[src/rtl/muldiv_unit_if.sv]
// Handshake/bus bundle for the iterative multiply/divide unit.
// Pipeline side drives requests; unit side returns status and HI/LO.
interface muldiv_unit_if #(
  parameter int WIDTH = 32
);
  logic             i_start;
  logic [1:0]       i_op;
  logic [WIDTH-1:0] i_rs;
  logic [WIDTH-1:0] i_rt;
  logic             i_hi_we;
  logic             i_lo_we;
  logic [WIDTH-1:0] i_wdata;
  logic             o_busy;
  logic             o_done;
  logic [WIDTH-1:0] o_hi;
  logic [WIDTH-1:0] o_lo;

  modport master (
    output i_start, i_op, i_rs, i_rt,
    output i_hi_we, i_lo_we, i_wdata,
    input  o_busy, o_done, o_hi, o_lo
  );

  modport slave (
    input  i_start, i_op, i_rs, i_rt,
    input  i_hi_we, i_lo_we, i_wdata,
    output o_busy, o_done, o_hi, o_lo
  );
endinterface

[src/rtl/muldiv_unit.sv]
// Iterative MULT/MULTU/DIV/DIVU unit, one bit per cycle,
// with architectural HI/LO and MTHI/MTLO write port.
module muldiv_unit #(
  parameter int WIDTH = 32
) (
  input  logic         i_clk,
  input  logic         i_rst,
  muldiv_unit_if.slave bus
);
  localparam int CW = $clog2(WIDTH);

  typedef enum logic [1:0] {
    S_IDLE,
    S_CALC,
    S_FIX
  } state_t;

  state_t r_state;
  state_t w_nstate;

  logic [CW-1:0]      r_cnt;
  logic [WIDTH-1:0]   r_a;
  logic [WIDTH-1:0]   r_q;
  logic [WIDTH-1:0]   r_acc;
  logic               r_div;
  logic               r_na;
  logic               r_nb;
  logic               r_dz;
  logic [WIDTH-1:0]   r_hi;
  logic [WIDTH-1:0]   r_lo;
  logic               r_done;

  logic               w_sgn;
  logic               w_na;
  logic               w_nb;
  logic [WIDTH-1:0]   w_rs_mag;
  logic [WIDTH-1:0]   w_rt_mag;
  logic               w_last;
  logic               w_accept;
  logic [WIDTH:0]     w_sum;
  logic [WIDTH:0]     w_sh;
  logic [WIDTH+1:0]   w_diff;
  logic               w_ok;
  logic [WIDTH-1:0]   w_acc_n;
  logic [WIDTH-1:0]   w_q_n;
  logic [2*WIDTH-1:0] w_prod;
  logic [2*WIDTH-1:0] w_prod_s;
  logic [WIDTH-1:0]   w_quo;
  logic [WIDTH-1:0]   w_rem;
  logic [WIDTH-1:0]   w_hi_res;
  logic [WIDTH-1:0]   w_lo_res;
  logic               w_unused;

  assign w_sgn    = ~bus.i_op[0];
  assign w_na     = w_sgn & bus.i_rs[WIDTH-1];
  assign w_nb     = w_sgn & bus.i_rt[WIDTH-1];
  assign w_rs_mag = w_na ? -bus.i_rs : bus.i_rs;
  assign w_rt_mag = w_nb ? -bus.i_rt : bus.i_rt;
  assign w_last   = (r_cnt == CW'(WIDTH - 1));
  assign w_accept = (r_state == S_IDLE) && bus.i_start;

  // shift-add multiply step: add multiplicand, shift {acc,q} right
  assign w_sum = {1'b0, r_acc} + (r_q[0] ? {1'b0, r_a} : '0);

  // restoring divide step: shift in next dividend bit, trial subtract
  assign w_sh   = {r_acc, r_q[WIDTH-1]};
  assign w_diff = {1'b0, w_sh} - {2'b0, r_a};
  assign w_ok   = ~w_diff[WIDTH+1];

  // remainder always fits WIDTH bits, so diff bit WIDTH is zero when kept
  assign w_unused = &{1'b0, w_diff[WIDTH]};

  // select the per-cycle iteration result for the current op class
  always_comb begin
    w_acc_n = r_acc;
    w_q_n   = r_q;
    unique case (1'b1)
      r_div: begin
        w_acc_n = w_ok ? w_diff[WIDTH-1:0] : w_sh[WIDTH-1:0];
        w_q_n   = {r_q[WIDTH-2:0], w_ok};
      end
      default: begin
        w_acc_n = w_sum[WIDTH:1];
        w_q_n   = {w_sum[0], r_q[WIDTH-1:1]};
      end
    endcase
  end

  // sign fix-up and HI/LO result formation
  always_comb begin
    w_prod   = {r_acc, r_q};
    w_prod_s = (r_na ^ r_nb) ? -w_prod : w_prod;
    w_quo    = (r_na ^ r_nb) ? -r_q : r_q;
    w_rem    = r_na ? -r_acc : r_acc;
    w_hi_res = w_prod_s[2*WIDTH-1:WIDTH];
    w_lo_res = w_prod_s[WIDTH-1:0];
    unique case (1'b1)
      r_div: begin
        w_hi_res = w_rem;
        w_lo_res = r_dz ? '1 : w_quo;
      end
      default: ;
    endcase
  end

  // state register
  always_ff @(posedge i_clk) begin
    if (i_rst) r_state <= S_IDLE;
    else       r_state <= w_nstate;
  end

  // next-state logic
  always_comb begin
    w_nstate = r_state;
    unique case (r_state)
      S_IDLE:  if (bus.i_start) w_nstate = S_CALC;
      S_CALC:  if (w_last) w_nstate = S_FIX;
      S_FIX:   w_nstate = S_IDLE;
      default: w_nstate = S_IDLE;
    endcase
  end

  // operand scratch: load on accept, iterate in CALC
  always_ff @(posedge i_clk) begin
    if (i_rst) begin
      r_cnt <= '0;
      r_a   <= '0;
      r_q   <= '0;
      r_acc <= '0;
      r_div <= 1'b0;
      r_na  <= 1'b0;
      r_nb  <= 1'b0;
      r_dz  <= 1'b0;
    end else if (w_accept) begin
      r_cnt <= '0;
      r_acc <= '0;
      r_div <= bus.i_op[1];
      r_na  <= w_na;
      r_nb  <= w_nb;
      r_dz  <= (bus.i_rt == '0);
      if (bus.i_op[1]) begin
        r_a <= w_rt_mag;
        r_q <= w_rs_mag;
      end else begin
        r_a <= w_rs_mag;
        r_q <= w_rt_mag;
      end
    end else if (r_state == S_CALC) begin
      r_cnt <= r_cnt + 1'b1;
      r_acc <= w_acc_n;
      r_q   <= w_q_n;
    end
  end

  // HI/LO: result on FIX, MTHI/MTLO only in IDLE without a start
  always_ff @(posedge i_clk) begin
    if (i_rst) begin
      r_hi <= '0;
      r_lo <= '0;
    end else if (r_state == S_FIX) begin
      r_hi <= w_hi_res;
      r_lo <= w_lo_res;
    end else if (r_state == S_IDLE && !bus.i_start) begin
      if (bus.i_hi_we) r_hi <= bus.i_wdata;
      if (bus.i_lo_we) r_lo <= bus.i_wdata;
    end
  end

  // completion pulse, one cycle after FIX
  always_ff @(posedge i_clk) begin
    if (i_rst) r_done <= 1'b0;
    else       r_done <= (r_state == S_FIX);
  end

  assign bus.o_busy = (r_state != S_IDLE);
  assign bus.o_done = r_done;
  assign bus.o_hi   = r_hi;
  assign bus.o_lo   = r_lo;
endmodule

[src/flat_wrapper.sv]
// flat-port wrapper written by rule: the top's interface ports become plain ports
module muldiv_unit_flat 
#(
  parameter int WIDTH = 32
)
  (i_clk, i_rst, bus_i_start, bus_i_op, bus_i_rs, bus_i_rt, bus_i_hi_we, bus_i_lo_we, bus_i_wdata, bus_o_busy, bus_o_done, bus_o_hi, bus_o_lo);
  muldiv_unit_if #(.WIDTH(WIDTH)) bus_i ();
  input  logic i_clk;
  input  logic i_rst;
  input wire logic [$bits(bus_i.i_start)-1:0] bus_i_start;
  input wire logic [$bits(bus_i.i_op)-1:0] bus_i_op;
  input wire logic [$bits(bus_i.i_rs)-1:0] bus_i_rs;
  input wire logic [$bits(bus_i.i_rt)-1:0] bus_i_rt;
  input wire logic [$bits(bus_i.i_hi_we)-1:0] bus_i_hi_we;
  input wire logic [$bits(bus_i.i_lo_we)-1:0] bus_i_lo_we;
  input wire logic [$bits(bus_i.i_wdata)-1:0] bus_i_wdata;
  output wire logic [$bits(bus_i.o_busy)-1:0] bus_o_busy;
  output wire logic [$bits(bus_i.o_done)-1:0] bus_o_done;
  output wire logic [$bits(bus_i.o_hi)-1:0] bus_o_hi;
  output wire logic [$bits(bus_i.o_lo)-1:0] bus_o_lo;
  assign bus_i.i_start = bus_i_start;
  assign bus_i.i_op = bus_i_op;
  assign bus_i.i_rs = bus_i_rs;
  assign bus_i.i_rt = bus_i_rt;
  assign bus_i.i_hi_we = bus_i_hi_we;
  assign bus_i.i_lo_we = bus_i_lo_we;
  assign bus_i.i_wdata = bus_i_wdata;
  assign bus_o_busy = bus_i.o_busy;
  assign bus_o_done = bus_i.o_done;
  assign bus_o_hi = bus_i.o_hi;
  assign bus_o_lo = bus_i.o_lo;
  muldiv_unit #(.WIDTH(WIDTH)) u_core (.i_clk(i_clk), .i_rst(i_rst), .bus(bus_i));
endmodule
[config.mk]
export PLATFORM = sky130hd
export DESIGN_NAME = muldiv_unit_flat
export DESIGN_NICKNAME = d
export VERILOG_FILES = /design/src/rtl/muldiv_unit_if.sv /design/src/rtl/muldiv_unit.sv /design/src/flat_wrapper.sv
export SDC_FILE = /design/constraint.sdc
export NUM_CORES = 1
export LEC_CHECK = 0
export CORE_UTILIZATION = 30
export DETAILED_ROUTE_END_ITERATION = 10
export SYNTH_ARGS = -nofsm -noshare
export SYNTH_HDL_FRONTEND = slang
export SYNTH_SLANG_ARGS = --single-unit
[constraint.sdc]
create_clock -name i_clk -period 5.3 [get_ports i_clk]
set_clock_uncertainty 0.05 [all_clocks]
set_input_delay 0.53 -clock i_clk [delete_from_list [all_inputs] [get_ports i_clk]]
set_output_delay 0.53 -clock i_clk [all_outputs]
set_load 0.02 [all_outputs]
Word-level counts from Yosys, hierarchy flattened. Index checks and enable logic that the tools add are counted.

Register bits after elaboration: 172. Input bits: 103. Bits in writable memories: 0. Word-level logic and storage cells: 69. Memories: 0. Output and inout bits: 66. Memory bits (read-only): 0. Latch bits: 0.

$lt $le $gt $ge: 0. Reduce and logical (&&, ||, !) cells: 14. Div/mod/pow operators: 0. Mux-type cells: 25. Multiply operators: 0. Bitwise gates (word level): 5. Add/subtract/negate cells: 8. Shifts and indexed selects: 0. Equal/unequal tests: 5.

Operators with widths (number): $mux 32 (21); $neg 32->32 (4); $mux 64 (1); $neg 64->64 (1); $sub 33x32->34 (1); $add 32x33->33 (1); $logic_not 32->1 (1); $reduce_bool 2->1 (5); $reduce_and 2->1 (3); $add 5x1->5 const B (1); $eq 5x5->1 const B (1); $mux 2 (2); $pmux 2 s2 (1); $and 1x1->1 (2); $eq 2x1->1 const B (1); $eq 2x2->1 const B (1); $logic_and 1x1->1 (2); $logic_not 2->1 (1); $ne 2x1->1 const B (1); $ne 2x2->1 const B (1); $not 1->1 (2); $reduce_or 2->1 (1); $logic_not 1->1 (1); $xor 1x1->1 (1).

Depth between registers and ports, before layout. Gate-level depths: netlist of the first run.

Word-level depth: 5. Gate-level depth with buffers: 14. Mapped depth without buffers: 12.

Least setup slack after synthesis of the first run. No wires, ideal clock.

Kind: reg-to-reg. Start point: register u_core.r_acc[0]. End point: register u_core.r_hi[30], in the netlist u_core.bus.o_hi[30]. Period minus slack after synthesis: 3.373 ns. Path buffers: 0. Library setup time: 0.086 ns. Arrival: 3.238 ns. Required time: 5.164 ns. Stages on the path, launching flop included: 12. Setup slack: 1.927 ns. Cells stage by stage: dfxtp_1 -> inv_1 -> ha_1 -> or3b_2 -> or4b_4 -> or3_4 -> or2_4 -> or3_4 -> o21ai_0 -> a211oi_1 -> xnor2_1 -> a211oi_1.

Longest elaborated chain between the ends: 4. Elaborated cells on any way between the ends: 6. Those cells by class: add/sub: 2; mux: 4.

Ends and longest elaborated chain: start, declared (RTL line muldiv_unit.sv:24) `logic [WIDTH-1:0] r_acc;`; start signal, assigned (RTL line muldiv_unit.sv:150) `r_acc <= w_acc_n;`; $neg 64->64 or $neg 32->32 (tied branches) (RTL line muldiv_unit.sv:92, muldiv_unit.sv:94); $mux 64 or $mux 32 (tied branches) (RTL line muldiv_unit.sv:92, muldiv_unit.sv:94); $mux 32 (*) (RTL line muldiv_unit.sv:97) `unique case (1'b1)`; $mux 32 (*) (RTL line muldiv_unit.sv:160) `end else if (r_state == S_FIX) begin`; end signal, assigned (RTL line muldiv_unit.sv:161) `r_hi <= w_hi_res;`; end signal, assigned (RTL line muldiv_unit.sv:164) `if (bus.i_hi_we) r_hi <= bus.i_wdata;`; end, declared (RTL line muldiv_unit.sv:29) `logic [WIDTH-1:0] r_hi;`.

Mark *: on every way between the ends. The rest lies on a longest branch, timed or not. A chain may end at the register's enable or synchronous reset.

Worst setup path after layout of the first run.
Start point: register u_core.r_q[0]. End point: register u_core.r_acc[31].

Longest elaborated chain between the ends: 3.

Ends and longest elaborated chain: start, declared (RTL line muldiv_unit.sv:23) `logic [WIDTH-1:0] r_q;`; start signal, assigned (RTL line muldiv_unit.sv:143) `r_q <= w_rs_mag;`; start signal, assigned (RTL line muldiv_unit.sv:146) `r_q <= w_rt_mag;`; start signal, assigned (RTL line muldiv_unit.sv:151) `r_q <= w_q_n;`; $mux 32 (RTL line muldiv_unit.sv:63) `assign w_sum = {1'b0, r_acc} + (r_q[0] ? {1'b0, r_a} : '0);`; $add 32x33->33 (RTL line muldiv_unit.sv:63); $mux 32 (RTL line muldiv_unit.sv:77) `unique case (1'b1)`.

Every way passes these cells.

==> impl_metrics.yaml, run 1 <==
outcome:
  status: "complete, no violations"
clock_tree:
  cts_tree: "yes"
  clock_latency_ns: 0.47
  root_buffer: "clkbuf_16"
  cts_buffer_depth: 2
  htreeDepth: 4
  ctsHoldBuffers: 0
  postCtsSetupBuffers: 0
  cts_buffers: 17
  clock-sinks: 172
  post_cts_resized: 0
  path_clk_slew_ns: 0.08
worst_setup_path:
  path_class: "reg -> reg"
  critical_path.cell_chain: "clkinv_1 > buf_4 > nor2_1 > ha_1 > and3_1 > and3_1 > nand3_1 > a2111oi_0 > o211ai_1 > o21ai_0 > a211oi_1 > a211oi_1 > a32o_1"
  cp_slowest_cell: "a2111oi_0"
  slowest_delay_ns: 0.98
  crit_fanout: 28
  end_kind: "flip-flop"
  critical_path_buf_inv_count: 2
  arrival_ns: 4.39
  cp.required_ns: 5.66
  startpoint_type: "flip-flop"
  critPathTopFamily: "compound AO/OA/AOI/OAI gates"
floorplan:
  start_util_pct: 30.4
  dieWidth_um: 222
  die_h_um: 222
  pin_count: 169
  num_rows: 80
  coreArea_um2: 47800
  fp.dieArea_um2: 49400
timing:
  rsz0062_at_grt: "no"
  worstMarginPinSlew_ns: 1.16
  fin_tns_setup_ns: 0
  finalCritPeriodShare_pct: 76.0
  timing.fmax_mhz: 248
  slew_headroom_pct: 20.5
  finalMaxSlewViolations: 0
  hold_viol: 0
  setup_ws_ns: 1.27
  fin_crit_ns: 4.03
  setup_viol: 0
cells_and_area:
  fill_cells: 5003
  drive_gt1_share_pct: 4.66
  diodes: 0
  final-seq-area_um2: 3450
  area_delta_synth_final_pct: 19.3
  nNetsFinal: 2221
  multi_input_area_um2: 10400
  fin_util_pct: 36.3
placed_design:
  gp_congestion: 0.944
  pre_cts_ws_ns: 1.43
  port_buffers: 168
  hpwl_mm: 42.8
global_routing:
  gr-usage-met2_pct: 33.4
  first_global_vias: 14100
  grtUsageMet1_pct: 31.7
  grt-ovfl-total: 0
  grt_pass1_wl_mm: 84.5
  antenna_found_initial: 1
  grt_use_met3_pct: 3.66
  grt_use_total_pct: 21.9
  busiest_layer: "met2"
  grt_max_degree: 80
pwr:
  ir_drop_v: 0.000222
  p_sw_share_pct: 38.6
  p_leak_nw: 6.72
  p_total_mw: 4.20
  clock_power_share_pct: 31.5
  switchingPower_mw: 1.62
  cellPowerDensity_nw_per_um2: 241
  combPwrFrac_pct: 33.4
  p_int_mw: 2.57
  pwr-share-seq_pct: 35.1
synthesis:
  synth_seq_cells: 172
  synth-seq-area-share_pct: 23.6
  yosysWarnings: 0
  synth_edf_count: 0
  synth.cell_area_um2: 14600
  synth_top_cell_by_area: "dfxtp_1"
  async_flop_share_pct: 0
  yosys-top-cells-count: "nor2_1, a21oi_1, nand2_1, dfxtp_1, o21ai_0"
  synth.distinct_cells: 72
  syn_nets: 2132
  yosysTopAreaCellShare_pct: 23.6
  ys.flop_type: "dfxtp_1"
  synth_area_leaders: "dfxtp_1, a21oi_1, mux2i_1"
  synth_cells: 1957
  avgSynthCellArea_um2: 7.44
  synth.most_common_cell: "nor2_1"
flow_run:
  cap_violations: 0
detailed_routing:
  drt_iter0_markers: 1389
  post-route-drc-count: 0
  vias: 15400
  wl_mm: 55.6
  wl_per_cell_um: 20.8
  vias_per_cell: 5.74
  drtPass1Iterations: 8
  antenna_left: 0
hold_path:
  hold_path_class: "reg -> reg"
metal layers:
layer,wire length (µm),share of wire [%]
met5,11,0.020
met4,1040,1.9
met3,4340,7.8
met2,23800,43
met1,26400,48
registers in the layout, indices dropped and copies added (netlist names):
| signal | cells |
|---|---|
| u_core.bus.o_done | 1 |
| u_core.bus.o_hi | 32 |
| u_core.bus.o_lo | 32 |
| u_core.r_a | 32 |
| u_core.r_acc | 32 |
| u_core.r_cnt | 5 |
| u_core.r_div | 1 |
| u_core.r_dz | 1 |
| u_core.r_na | 1 |
| u_core.r_nb | 1 |
| u_core.r_q | 32 |
| u_core.r_state | 2 |
metrics by stage:
| step | cells | hold slack (ns) | instance area, µm² |
|---|---|---|---|
| 5_1_grt | 2674 | 0.430 | 17400 |
| 3_5_place_dp | 2642 | 0.396 | 16800 |
| 6_report | 2674 | 0.406 | 17400 |
| 3_3_place_gp | 2642 | 0.394 | 16800 |
| 2_1_floorplan | 1957 | 0.382 | 14600 |
| 4_1_cts | 2674 | 0.405 | 17400 |
worst reg2reg max path: stages, from the launching register on:
cell and delay (ns):
dfxtp_1 0.40, clkinv_1 0.26, buf_4 0.32, nor2_1 0.14, ha_1 0.25, and3_1 0.20
and3_1 0.18, nand3_1 0.09, a2111oi_0 0.98, o211ai_1 0.31, o21ai_0 0.25, a211oi_1 0.11
a211oi_1 0.25, a32o_1 0.19
power groups by stage:
| stage | clock network, mW | logic (mW) | registers, mW |
|---|---|---|---|
| final | 1.32 | 1.40 | 1.47 |
| after detailed placement | 0 | 1.37 | 1.50 |
| after global routing | 1.40 | 1.51 | 1.48 |
| after floorplan | 0 | 0.901 | 1.48 |
| after global placement | 0 | 1.37 | 1.50 |
| after CTS | 1.34 | 1.38 | 1.47 |
final cells by class:
type	instances	area share (%)
multi-input cells	1593	59.9
well taps	615	4.43
flip-flops and latches	172	19.8
clock buffers	18	2.53
clock inverters	14	0.951
inverters	64	1.38
repair buffers	198	10.9
worst paths after layout:
check	end	slack (ns)	depth (start not counted)	start
setup / recovery	u_core.r_acc[31]	1.27	13	u_core.r_q[0]
hold / removal	u_core.r_a[13]	0.41	2	u_core.r_a[13]
setup reg to reg	u_core.r_acc[31]	1.27	13	u_core.r_q[0]
hold reg to reg	u_core.r_a[13]	0.41	2	u_core.r_a[13]
cell families after synthesis:
family                   after synthesis  synth area share [%]
AO/OA/AOI/OAI                        665                  29.5
AND/OR/NAND/NOR                      595                  19.0
buffers and inverters                192                  5.03
flip-flops                           172                  23.6
XOR/XNOR                             164                  9.86
multiplexers                          97                  6.68
adder cells (fa/ha/maj)               72                  6.29
cells in the final DEF, fill, tap and decap left out, drive strengths merged, types with 36 or more instances in the layout:
cell type      count
nand2            173
inv               71
a21oi            193
xor2              70
a21o              39
ha                70
o21ai            128
xnor2             94
mux2i             95
dfxtp            172
nor2             210
o211ai            58
a221oi            36
clkdlybuf4s50    166
a211oi            49
Power figures use the tool's default switching activity.
==> inputs of run 2 (changes only) <==
==> constraint.sdc (replaced) <==
create_clock -name i_clk -period 3.24 [get_ports i_clk]
set_clock_uncertainty 0.05 [all_clocks]
set_input_delay 0.324 -clock i_clk [delete_from_list [all_inputs] [get_ports i_clk]]
set_output_delay 0.324 -clock i_clk [all_outputs]
set_load 0.02 [all_outputs]
==> run 2 against run 1 <==
Net effect:
- cell count rose by 8.2%
- critical path depth did not move
- combinational power rose by 91%
- clock power rose by 70%
- cell area rose by 11%
==> impl_metrics.yaml, run 2 (synthesis gave the netlist of run 1 again) <==
placed_design:
  gp_congestion: 0.991
  dp.cells: 2850
  port_buffers: 168
  hpwl_mm: 46.6
worst_setup_path:
  critical_path.cell_chain: "inv_2 > buf_4 > buf_4 > fa_1 > nand2b_1 > a21o_1 > a21o_1 > a211o_1 > a31oi_1 > buf_4 > xnor2_1 > o21ai_0 > o221a_2"
  critPathMostFrequentCell: "buf_4"
  cp_slowest_cell: "fa_1"
  crit_fanout: 3
  startpoint_type: "flip-flop"
  end_kind: "flip-flop"
  arrival_ns: 3.45
  slowest_delay_ns: 0.45
  r2r_slack_ns: 0.09
  cp.required_ns: 3.54
  path_class: "reg -> reg"
  ff2ff_path_depth: 13
detailed_routing:
  post-route-drc-count: 0
  vias: 16100
  antenna_left: 0
  vias_per_cell: 5.57
  drtPass1Iterations: 6
  wl_per_cell_um: 20.3
  wl_mm: 58.8
  drt_iter0_markers: 1579
flow_run:
  cap_violations: 0
cells_and_area:
  multi_input_area_um2: 10600
  final-seq-area_um2: 3450
  final_cells: 2892
  drive_gt1_share_pct: 14.9
  area_delta_synth_final_pct: 32.1
  nNetsFinal: 2436
  mostFrequentLayoutCells: "buf_4, nor2_1, a21oi_1"
  fill_cells: 4915
  layout_commonest_cell: "buf_4"
timing:
  hold_ws_ns: 0.225
  timing.fmax_mhz: 317
  hold_viol: 0
  worstMarginPinSlew_ns: 0.918
  setup_viol: 0
  fin_tns_setup_ns: 0
  finalMaxSlewViolations: 0
  slew_headroom_pct: 38.3
  finalCritPeriodShare_pct: 97.3
  fin_crit_ns: 3.15
global_routing:
  grt_use_total_pct: 23.2
  first_global_vias: 15200
  grt_pass1_wl_mm: 89.1
  grt_max_degree: 80
  grt-ovfl-total: 0
  antenna_found_initial: 1
pwr:
  p_total_mw: 7.27
  ir_drop_v: 0.000265
  clock_power_share_pct: 30.8
  p_sw_share_pct: 36.2
  p_int_mw: 4.64
  p_leak_nw: 7.85
  switchingPower_mw: 2.63
  combPwrFrac_pct: 36.9
  pwr-share-seq_pct: 32.3
  cellPowerDensity_nw_per_um2: 378
clock_tree:
  path_clk_slew_ns: 0.08
  htreeDepth: 4
  cts_tree: "yes"
  cts_buffer_depth: 2
  root_buffer: "clkbuf_16"
  cts_buffers: 17
  clock-sinks: 172
  clock_latency_ns: 0.46
floorplan:
  die_h_um: 222
  num_rows: 80
  start_util_pct: 30.4
  dieWidth_um: 222
  pin_count: 169
  fp.dieArea_um2: 49400
  coreArea_um2: 47800
hold_path:
  whs_path_depth: 2
  hold_path_class: "in -> reg"
outcome:
  status: "complete, no violations"
run 2: changes by cell type in the layout (fill, tap and decap cells not counted), sizes merged:
cell	previous run	this run
bufinv	0	2
diode	0	3
clkinv	7	5
inv	71	70
buf	32	247
clkbuf	18	19
run 2: cell type report:
cell class | count | area share, %
sequential | 172 | 17.9
inverter | 64 | 1.26
antenna | 3 | 0.0390
clock buffer | 19 | 2.41
clock inverter | 13 | 0.884
timing repair buffer | 413 | 18.6
tap | 615 | 4.00
multi-input combinational | 1593 | 54.9
run 2: timing repair:
item | in CTS | in global routing
hold buffers | 0 | 0
endpoints found under the hold margin | 0 | 0
setup endpoints to repair | 17 | 44
pin swaps | 5 | 13
buffers inserted | 5 | 2
gates resized for setup | 13 | 34
run 2: worst paths after layout:
check | end | startpoint
setup / recovery | u_core.r_acc[20] | u_core.r_acc[0]
hold / removal | u_core.bus.o_hi[17] | i_rst
setup reg to reg | u_core.r_acc[20] | u_core.r_acc[0]
hold reg to reg | u_core.r_a[3] | u_core.r_a[3]
run 2: through the flow:
step,cell area (µm²),utilization [%],worst slack [ns]
global placement,18400,38.4,-0.373
detailed placement,18400,38.4,-0.427
floorplan,14600,-,0.00604
finish,19200,40.2,0.0874
global route,19200,40.2,-0.00170
CTS,19100,39.9,-0.0199
run 2: routing by layer:
layer	track usage, %	vias up	share of wire (%)
li1	-	7755	-
met1	32.3	7612	45
met2	36.0	654	43
met3	4.13	91	8.7
met4	7.39	0	2.8
met5	0	-	0
run 2: worst max-delay path: cells and delay by family (launching register included):
kind	cells	cell delay [ns]
adders and majority gates	1	0.45
and+or+nand+nor	1	0.18
AOI/OAI and AO/OA	6	1.39
buffers and inverters	4	0.49
DFF	1	0.34
xor gates and xnor gates	1	0.13
run 2: power groups by stage:
stage / Clock, mW / Combinational [mW] / Sequential [mW]
after floorplan: 0 / 1.48 / 2.42
after global placement: 0 / 2.56 / 2.39
after detailed placement: 0 / 2.58 / 2.39
after CTS: 2.27 / 2.61 / 2.34
after global routing: 2.34 / 2.89 / 2.36
final: 2.24 / 2.68 / 2.35
==> inputs of run 3 (changes only) <==
--- a/config.mk
+++ b/config.mk
@@ -5,8 +5,9 @@
 export SDC_FILE = /design/constraint.sdc
 export NUM_CORES = 1
 export LEC_CHECK = 0
-export CORE_UTILIZATION = 30
+export CORE_UTILIZATION = 52
 export DETAILED_ROUTE_END_ITERATION = 10
+export PLACE_DENSITY = 0.78
 export SYNTH_ARGS = -nofsm -noshare
 export SYNTH_HDL_FRONTEND = slang
 export SYNTH_SLANG_ARGS = --single-unit
==> run 3 against run 2 <==
Net effect:
- setup slack lost 0.024 ns
- clock power shrank 3%
- routed wire length shrank 4.1%
- total power shrank 1.1%
- sequential cell count is the same
- critical path depth shrank 4
- via count grew 2.5%
- combinational power is essentially flat
- fmax shrank 0.76%
- largest cell class unchanged
- register-to-register slack lost 0.02 ns
- highest routed layer unchanged
- core utilization grew 29 points
==> impl_metrics.yaml, run 3 (synthesis gave the netlist of run 1 again) <==
timing:
  hold_ws_ns: 0.213
  setup_ws_ns: 0.0632
  hold_viol: 0
  timing.fmax_mhz: 315
  fin_crit_ns: 3.18
  finalMaxSlewViolations: 0
  worstMarginPinSlew_ns: 0.956
  fin_tns_setup_ns: 0
  setup_viol: 0
  finalCritPeriodShare_pct: 98.1
  slew_headroom_pct: 36.3
cells_and_area:
  drive_gt1_share_pct: 14.2
  mostFrequentLayoutCells: "buf_4, nor2_1, a21oi_1"
  nNetsFinal: 2412
  area_delta_synth_final_pct: 28.7
  final_cells: 2623
  layout_commonest_cell: "buf_4"
pwr:
  combPwrFrac_pct: 37.0
  cellPowerDensity_nw_per_um2: 384
  ir_drop_v: 0.000305
  p_leak_nw: 7.71
  pwr-share-seq_pct: 32.8
  clock_power_share_pct: 30.2
  switchingPower_mw: 2.75
  p_int_mw: 4.45
  p_sw_share_pct: 38.2
worst_setup_path:
  critPathMostFrequentCell: "or4_4"
  startpoint_type: "flip-flop"
  path_class: "reg -> reg"
  arrival_ns: 3.49
  cp_slowest_cell: "or4_4"
  slowest_delay_ns: 0.55
  cp.required_ns: 3.55
  end_kind: "flip-flop"
  ff2ff_path_depth: 9
  critical_path.cell_chain: "or4_4 > or4_4 > nor4_4 > and2_4 > and3_1 > nor2_1 > o41ai_1 > xor2_1 > a211oi_1"
  crit_fanout: 5
global_routing:
  grt_pass1_wl_mm: 85.0
  grt_use_total_pct: 38.6
  antenna_found_initial: 0
  grt_max_degree: 80
  first_global_vias: 15200
  grt-ovfl-total: 0
detailed_routing:
  vias_per_cell: 6.30
  drtPass1Iterations: 7
  wl_mm: 56.3
  post-route-drc-count: 0
  wl_per_cell_um: 21.5
  antenna_left: 0
  drt_iter0_markers: 1735
  vias: 16500
outcome:
  status: "complete, no violations"
floorplan:
  fp.dieArea_um2: 28700
  num_rows: 60
  start_util_pct: 53.6
  dieWidth_um: 169
  pin_count: 169
  coreArea_um2: 27200
  die_h_um: 169
placed_design:
  hpwl_mm: 44.1
  gp_congestion: 1.01
  pre_cts_ws_ns: -0.315
  port_buffers: 168
  dp.cells: 2586
flow_run:
  cap_violations: 0
clock_tree:
  clock-sinks: 172
  cts_buffer_depth: 2
  path_clk_slew_ns: 0.08
  cts_buffers: 17
  htreeDepth: 4
  clock_latency_ns: 0.45
  root_buffer: "clkbuf_16"
  ctsHoldBuffers: 0
  cts_tree: "yes"
hold_path:
  whs_path_depth: 2
  hold_path_class: "in -> reg"
run 3: cell types whose count changed in the layout (fill, tap and decap cells not counted), sizes merged:
cell    delta
diode      -2
clkbuf     -2
clkinv     +6
buf       -24
inv        -2
bufinv     -2
run 3: area by class of cell:
cell class / instances / area [µm²]
Sequential cell: 172 / 3460
Inverter: 64 / 243
Clock buffer: 17 / 425
Tap cell: 372 / 465
Clock inverter: 15 / 211
Antenna cell: 1 / 2.50
Multi-Input combinational cell: 1593 / 10600
Timing Repair Buffer: 389 / 3360
Fill cell: 2321 / 8440
run 3: metrics by stage:
stage	cell area, µm²	power, mW	utilization (%)
after floorplan	14600	3.89	-
after global placement	17900	4.90	65.8
after detailed placement	17900	4.93	65.8
after CTS	18600	7.07	68.3
after global routing	18700	7.48	68.9
final	18700	7.19	69.0
run 3: final timing paths:
check                                    start                  end  slack (ns)
worst max-delay path            u_core.r_q[15]  u_core.bus.o_hi[24]        0.06
worst min-delay path                     i_rst       u_core.r_a[20]        0.21
worst max register to register  u_core.r_q[15]  u_core.bus.o_hi[24]        0.06
worst min register to register   u_core.r_a[8]        u_core.r_a[8]        0.41
run 3: what timing repair did:
action	in CTS	in global routing
resized for setup	11	42
cloned	0	0
setup endpoints to repair	25	44
setup buffers	0	4
pin swaps	1	13
endpoints found under the hold margin	0	0
run 3: worst max-delay path, delay by kind of cell, from the launching register on:
family	cells	cell delay [ns]
simple gates	6	1.96
compound gates	2	0.65
xor+xnor	1	0.12
flops	1	0.32
run 3: per-layer routing:
metal / track usage [%] / vias up / wire (µm)
li1: - / 7739 / -
met1: 49.0 / 7702 / 23400
met2: 61.3 / 898 / 24800
met3: 7.07 / 177 / 4820
met4: 22.0 / 0 / 3340
met5: 0 / - / 0
run 3: power by group through the flow:
stage / clock network (mW) / logic [mW] / registers [mW]
floorplan: 0 / 1.48 / 2.42
global placement: 0 / 2.51 / 2.39
detailed placement: 0 / 2.53 / 2.40
CTS: 2.17 / 2.56 / 2.35
global route: 2.27 / 2.85 / 2.37
finish: 2.17 / 2.66 / 2.36
